**src/rtl/dmem_ctrl_pkg.sv**
```systemverilog
// Shared types and constants for the MEM-stage data-memory stall sequencer.
package dmem_ctrl_pkg;

   typedef enum logic [1:0] {
      IDLE,
      WAIT,
      DONE
   } state_t;

   localparam logic [31:0] TIMEOUT_DATA = 32'hDEADBEEF;

endpackage

```
**src/rtl/sat_counter.sv**
```systemverilog
// Up-counter that sticks at all-ones instead of wrapping.
module sat_counter #(
   parameter int unsigned W = 16
) (
   input  logic         clk_i,
   input  logic         rst_ni,
   input  logic         inc_i,
   input  logic         clr_i,
   output logic [W-1:0] count_o
);

   logic [W-1:0] r_count;

   always_ff @(posedge clk_i or negedge rst_ni) begin
      if (!rst_ni) begin
         r_count <= '0;
      end else if (clr_i) begin
         r_count <= '0;
      end else if (inc_i && (r_count != '1)) begin
         r_count <= r_count + W'(1);
      end
   end

   assign count_o = r_count;

endmodule

```
**src/rtl/dmem_stall_ctrl.sv**
```systemverilog
// MEM-stage data-memory sequencer: holds the pipeline while a req/ack access is
// outstanding, then releases it for one advance cycle with the load data captured.
module dmem_stall_ctrl
   import dmem_ctrl_pkg::*;
#(
   parameter int unsigned TIMEOUT = 64,
   parameter int unsigned CNT_W   = 16
) (
   input  logic             clk_i,
   input  logic             rst_i,
   input  logic             memRead_i,
   input  logic             memWrite_i,
   input  logic [31:0]      addr_i,
   input  logic [31:0]      wdata_i,
   output logic             mem_req_o,
   output logic             mem_we_o,
   output logic [31:0]      mem_addr_o,
   output logic [31:0]      mem_wdata_o,
   input  logic             mem_ack_i,
   input  logic [31:0]      mem_rdata_i,
   output logic [31:0]      memData_o,
   output logic             stall_o,
   output logic             err_o,
   output logic [CNT_W-1:0] stallCount_o
);

   localparam int unsigned WCNT_W = $clog2(TIMEOUT + 1);

   state_t            r_state;
   state_t            w_next;
   logic              w_access;
   logic              w_stall;
   logic              w_timeout;
   logic [WCNT_W-1:0] r_wcnt;
   logic              r_req;
   logic              r_we;
   logic [31:0]       r_addr;
   logic [31:0]       r_wdata;
   logic [31:0]       r_rdata;
   logic              r_err;

   assign w_access  = memRead_i | memWrite_i;
   // r_wcnt counts completed WAIT cycles, so the TIMEOUT-th WAIT cycle sees TIMEOUT-1
   assign w_timeout = (r_wcnt == WCNT_W'(TIMEOUT - 1));

   always_comb begin
      w_next  = r_state;
      w_stall = 1'b0;
      case (r_state)
         IDLE: begin
            if (w_access) begin
               w_stall = 1'b1;
               w_next  = WAIT;
            end
         end
         WAIT: begin
            w_stall = 1'b1;
            if (mem_ack_i || w_timeout) begin
               w_next = DONE;
            end
         end
         DONE:    w_next = IDLE;
         default: w_next = IDLE;
      endcase
   end

   always_ff @(posedge clk_i or negedge rst_i) begin
      if (!rst_i) begin
         r_state <= IDLE;
      end else begin
         r_state <= w_next;
      end
   end

   always_ff @(posedge clk_i or negedge rst_i) begin
      if (!rst_i) begin
         r_req   <= 1'b0;
         r_we    <= 1'b0;
         r_addr  <= '0;
         r_wdata <= '0;
         r_rdata <= '0;
         r_err   <= 1'b0;
         r_wcnt  <= '0;
      end else begin
         case (r_state)
            IDLE: begin
               if (w_access) begin
                  r_req   <= 1'b1;
                  r_we    <= memWrite_i;
                  r_addr  <= addr_i;
                  r_wdata <= wdata_i;
                  r_wcnt  <= '0;
               end
            end
            WAIT: begin
               r_wcnt <= r_wcnt + WCNT_W'(1);
               if (mem_ack_i) begin
                  r_req <= 1'b0;
                  if (!r_we) begin
                     r_rdata <= mem_rdata_i;
                  end
               end else if (w_timeout) begin
                  r_req   <= 1'b0;
                  r_rdata <= TIMEOUT_DATA;
                  r_err   <= 1'b1;
               end
            end
            default: ;
         endcase
      end
   end

   sat_counter #(
      .W (CNT_W)
   ) u_stall_cnt (
      .clk_i   (clk_i),
      .rst_ni  (rst_i),
      .inc_i   (w_stall),
      .clr_i   (1'b0),
      .count_o (stallCount_o)
   );

   assign stall_o     = w_stall;
   assign mem_req_o   = r_req;
   assign mem_we_o    = r_we;
   assign mem_addr_o  = r_addr;
   assign mem_wdata_o = r_wdata;
   assign memData_o   = r_rdata;
   assign err_o       = r_err;

endmodule

```
**config.mk**
```make
export PLATFORM = sky130hd
export DESIGN_NAME = dmem_stall_ctrl
export DESIGN_NICKNAME = d
export VERILOG_FILES = /design/src/rtl/dmem_ctrl_pkg.sv /design/src/rtl/sat_counter.sv /design/src/rtl/dmem_stall_ctrl.sv
export SDC_FILE = /design/constraint.sdc
export NUM_CORES = 1
export LEC_CHECK = 0
export ABC_AREA = 1
export CAP_MARGIN = 30
export CORE_ASPECT_RATIO = 1.5
export CORE_MARGIN = 10
export CORE_UTILIZATION = 40
export CTS_CLUSTER_SIZE = 20
export DETAILED_ROUTE_END_ITERATION = 10
export PLACE_DENSITY_LB_ADDON = 0.15
export SYNTH_ARGS = -nofsm -noshare
export SYNTH_HDL_FRONTEND = slang
export SYNTH_HIERARCHICAL = 1
export SYNTH_SLANG_ARGS = --single-unit
```
**constraint.sdc**
```tcl
create_clock -name clk_i -period 3.1 [get_ports clk_i]
set_input_delay 0.465 -clock clk_i [delete_from_list [all_inputs] [get_ports clk_i]]
set_output_delay 0.465 -clock clk_i [all_outputs]
set_load 0.02 [all_outputs]
```
# Word level (Yosys, flattened, before mapping)
# Cells that the tools add are included.
# totals
ff_bits	124
out_inout_bits	116
in_bits	101
# op_classes
n_eq_ne	7
mux	14
n_reduce_logical	11
add_sub_neg	2
bitwise_logic	2
# op_table
op	n
$mux 32	3
$add 16x1->16 const B	1
$ne 16x16->1 const B	1
$pmux 7 s2	1
$reduce_and 3->1	3
$add 7x1->7 const B	1
$eq 7x6->1 const B	1
$mux 7	1
$ne 2x2->1 const B	3
$reduce_and 2->1	3
$mux 1	4
$mux 2	2
$pmux 1 s2	2
$pmux 2 s2	1
$reduce_bool 2->1	2
$ne 3x3->1 const B	1
$eq 2x1->1 const B	1
$logic_not 2->1	1
$logic_and 1x1->1	1
$logic_or 1x1->1	1
$not 1->1	1
$or 1x1->1	1

# Longest topological paths before layout
# depth
ltp_word	4
ltp_mapped	10
ltp_nobuf	9

# Modules after synthesis
# The synthesis kept the hierarchy.
# by_module_without_submodules
module	seq_area_each_um2	area_each_um2	instances	cells_each
dmem_stall_ctrl	2702.6	4506.8	1	537
sat_counter	400.4	1037.2	1	144

# Worst setup path after synthesis
# No wires, ideal clock.
# synth_timing
path_type	register to register
from	register u_stall_cnt.r_count[1], in the netlist u_stall_cnt/count_o[1]
to	register u_stall_cnt.r_count[7], in the netlist u_stall_cnt/count_o[7]
stages_incl_launch_ff	11
t_required_ns	3.034
setup_slack_ns	1.486
n_path_buf	1
setup_time_ns	0.066
arrival_time_ns	1.548
cell_sequence	dfrtp_1 > ha_1 > nand2_2 > nor2_4 > nand2_4 > o21ai_4 > nand2_4 > inv_4 > buf_12 > nand2_1 > nand2_1
# synth_via
elab_chain_len	2
elab_cells_between_ends	3
# synth_rtl
item	line	text
start: declaration	sat_counter.sv:12	logic [W-1:0] r_count;
start signal: assignment	sat_counter.sv:20	r_count <= r_count + W'(1);
branches (longest 2 deep; another with $add 16x1->16)	n/a	
# Several ways; the timed one is not identified.
# A chain may end at the register's enable or synchronous reset.

# Final worst setup path
# layout_timing
from	input port memWrite_i
to	output port stall_o
# layout_via
elab_chain_len	3
# layout_rtl
item	line	text
start: declaration	dmem_stall_ctrl.sv:12	input logic memWrite_i,
$or 1x1->1	dmem_stall_ctrl.sv:42	assign w_access = memRead_i | memWrite_i;
$mux 1	dmem_stall_ctrl.sv:51	if (w_access) begin
$pmux 1 s2	dmem_stall_ctrl.sv:49	case (r_state)
end: declaration	dmem_stall_ctrl.sv:22	output logic stall_o,
# Every way passes these cells.

==> flow_summary.toml <==
[grt]
antenna_found_initial = 0
grt_pass1_vias = 5310
grt_max_degree = 71
grt_pass1_wl_microns = 27500
grt.total_usage_pct = 18.2
overflow = 0

[synthesis]
ys_seq_elements = 124
synth-main-ff-cell = "dfrtp_1"
synth_area_leader_cell = "dfrtp_1"
synth_edf_count = 0
yosysSeqAreaShare_pct = 56.0
avgSynthCellArea_sq_um = 8.14
synth_common_cells = "nand2_1, dfrtp_1, nand3_1, inv_1, nor2_1"
ys_warn_count = 6
synth_top_area_share_pct = 56.0
syn_area_sq_um = 5540
synth_area_leaders = "dfrtp_1, nand2_1, nand3_1"
ys_types = 32
synthMostInstantiatedCell = "nand2_1"
postSynth.asyncResetShare_pct = 100
synthCells = 681

[floorplanning]
die_h_microns = 164
die_w_microns = 116
core-area_sq_um = 13500
start_util_pct = 41.0
ioPinCount = 217
die_area_sq_um = 19100
rows = 52

[outcome]
outcome = "finished clean"

[timing]
tightest_slew_ns = 0.720
post-route-period-util_pct = 85.4
timing.final.ws_setup_ns = 0.452
fin_skew_ns = 0.00967
hold_viol_final = 0
hold-worst-slack_ns = 0.464
setup_tns_ns = 0
rsz0062_at_grt = "no"
max_freq_mhz = 378
finalMaxSlewViolations = 0
setup_violations = 0
timing.slew.headroom_pct = 52.0
fin_crit_ns = 2.65

[pwr]
internal_power_mw = 5.22
ir_drop_uv = 495
power_frac_comb_pct = 44.4
p_clk_share_pct = 24.1
powerDensity_nw_per_um2 = 1010
p_leak_nw = 4.16
switching_power_mw = 3.28
seqPwrFrac_pct = 31.6
swShare_pct = 38.6

[cells_and_area]
diodes = 0
nets = 998
fin_area_sq_um = 8420
seqCellArea_sq_um = 3100
drive_above_1_share_pct = 6.50
n_fill_cell = 1181
final_util_pct = 62.2
areaGrowthSynthToFinish_pct = 51.8
multi_input_area_sq_um = 2090

[placed_design]
io_buffers = 216
dp_hpwl_microns = 12800
place_area_sq_um = 7800
dpl_worst_slack_ns = 0.448
gp_congestion = 0.825

[routing]
wl_microns = 17400
viasPerCell = 4.81
firstDrtPassIters = 4
drtIter0Drc = 273
drc = 0
vias = 5145
antenna_left = 0
wl_per_cell_microns = 16.3

[worst_setup_path]
startpoint_type = "input port"
cp.required_ns = 2.63
path_cells = "clkdlybuf4s50_1 -> or2_1 -> nand2_1 -> nand2_1 -> clkdlybuf4s50_1"
slowest_stage = "clkdlybuf4s50_1"
crit_path_max_fanout = 5
worstPathArrival_ns = 2.18
max_stage_delay_ns = 0.68
worst-setup-path-type = "in -> out"
critPathCaptureType = "output pin"

[clocking]
h-tree-depth = 4
clock_path_buffers = 2
root_buffer = "clkbuf_16"
cts_tree = "yes"
insertion_delay_ns = 0.40
cts_setup_buffers = 0
cts_buffers = 17
cts.reportedPaths.clkPinSlew_ns = 0.06
clock-sinks = 124

[worst_hold_path]
min-delay-path-class = "reg -> reg"

[run]
maxCapViolCount = 0
-- sequential cells by signal (all words and copies together), names as in the netlist --
| register | flops |
|---|---|
| memData_o | 32 |
| mem_addr_o | 32 |
| mem_wdata_o | 32 |
| u_stall_cnt/count_o | 16 |
| r_wcnt | 7 |
| r_state | 2 |
| err_o | 1 |
| mem_req_o | 1 |
| mem_we_o | 1 |
-- layout by cell type, fill, tap and decap left out, types with 4 or more instances in the layout --
cell and instances:
nand4_1 17, nand3_1 52, inv_1 40, clkdlybuf4s50_1 215, nor2_1 22, nand2_1 349, buf_4 5, inv_2 4
o21ai_0 9, nand2_4 4, clkinvlp_4 4, clkbuf_16 17, dfrtp_1 124
-- path summary, 6_finish.rpt --
path,depth (start not counted),from,slack (ns),to
worst max register to register,6,r_state[0]$_DFFE_PN0P_,0.77,memData_o[10]$_DFFE_PN0P_
worst max-delay path,5,memWrite_i,0.45,stall_o
max in group asynchronous,3,rst_i,1.85,mem_addr_o[13]$_DFFE_PN0P_
worst min register to register,2,err_o$_DFFE_PN0P_,0.46,err_o$_DFFE_PN0P_
min in group asynchronous,2,rst_i,0.53,memData_o[3]$_DFFE_PN0P_
worst min-delay path,2,err_o$_DFFE_PN0P_,0.46,err_o$_DFFE_PN0P_
-- power groups by stage --
| stage | sequential [mW] | combinational, mW | clock [mW] |
|---|---|---|---|
| final | 2.69 | 3.77 | 2.05 |
| after global routing | 2.78 | 4.10 | 2.17 |
| after CTS | 2.69 | 3.85 | 2.09 |
| after detailed placement | 2.71 | 3.82 | 0 |
| after global placement | 2.67 | 3.76 | 0 |
| after floorplan | 3.47 | 1.19 | 0 |
-- routing by layer --
metal / share of wire (%) / vias to the layer above / GRT usage, % / routed length (microns)
met5: 0 / - / 0 / 0
met4: 2.8 / 0 / 7.53 / 493
met3: 8.3 / 25 / 7.23 / 1450
met2: 52 / 180 / 31.2 / 9150
met1: 36 / 2414 / 19.3 / 6340
li1: - / 2526 / - / -
-- area by class of cell --
class / count / area share, %
flip-flops and latches: 124 / 36.9
repair buffers: 223 / 26.6
multi-input cells: 483 / 24.8
clock buffers: 19 / 5.26
well taps: 162 / 2.41
inverters: 46 / 2.08
clock inverters: 13 / 1.96
-- cell families after synthesis --
kind of cell | after synthesis | share of synthesized area, %
xor gates and xnor gates | 6 | 0.948
DFF | 124 | 56.0
AOI/OAI and AO/OA | 14 | 1.56
buffers and inverters | 76 | 6.50
adders and majority gates | 2 | 0.451
and+or+nand+nor | 458 | 34.5
other | 1 | 0.0676
-- worst max-delay path, delay by kind of cell --
family                 cells  cell delay [ns]
AND/OR/NAND/NOR            3             0.56
buffers and inverters      2             1.16
-- stage by stage --
| stage | instances | power [mW] |
|---|---|---|
| global placement | 1037 | 6.44 |
| global route | 1070 | 9.04 |
| CTS | 1070 | 8.62 |
| detailed placement | 1037 | 6.53 |
| finish | 1070 | 8.51 |
| floorplan | 683 | 4.66 |
-- repair_timing --
action	in CTS	in global routing
resized for setup	0	0
hold endpoints to repair	27	0
hold buffers	1	0
(Power assumes the default switching activity.)
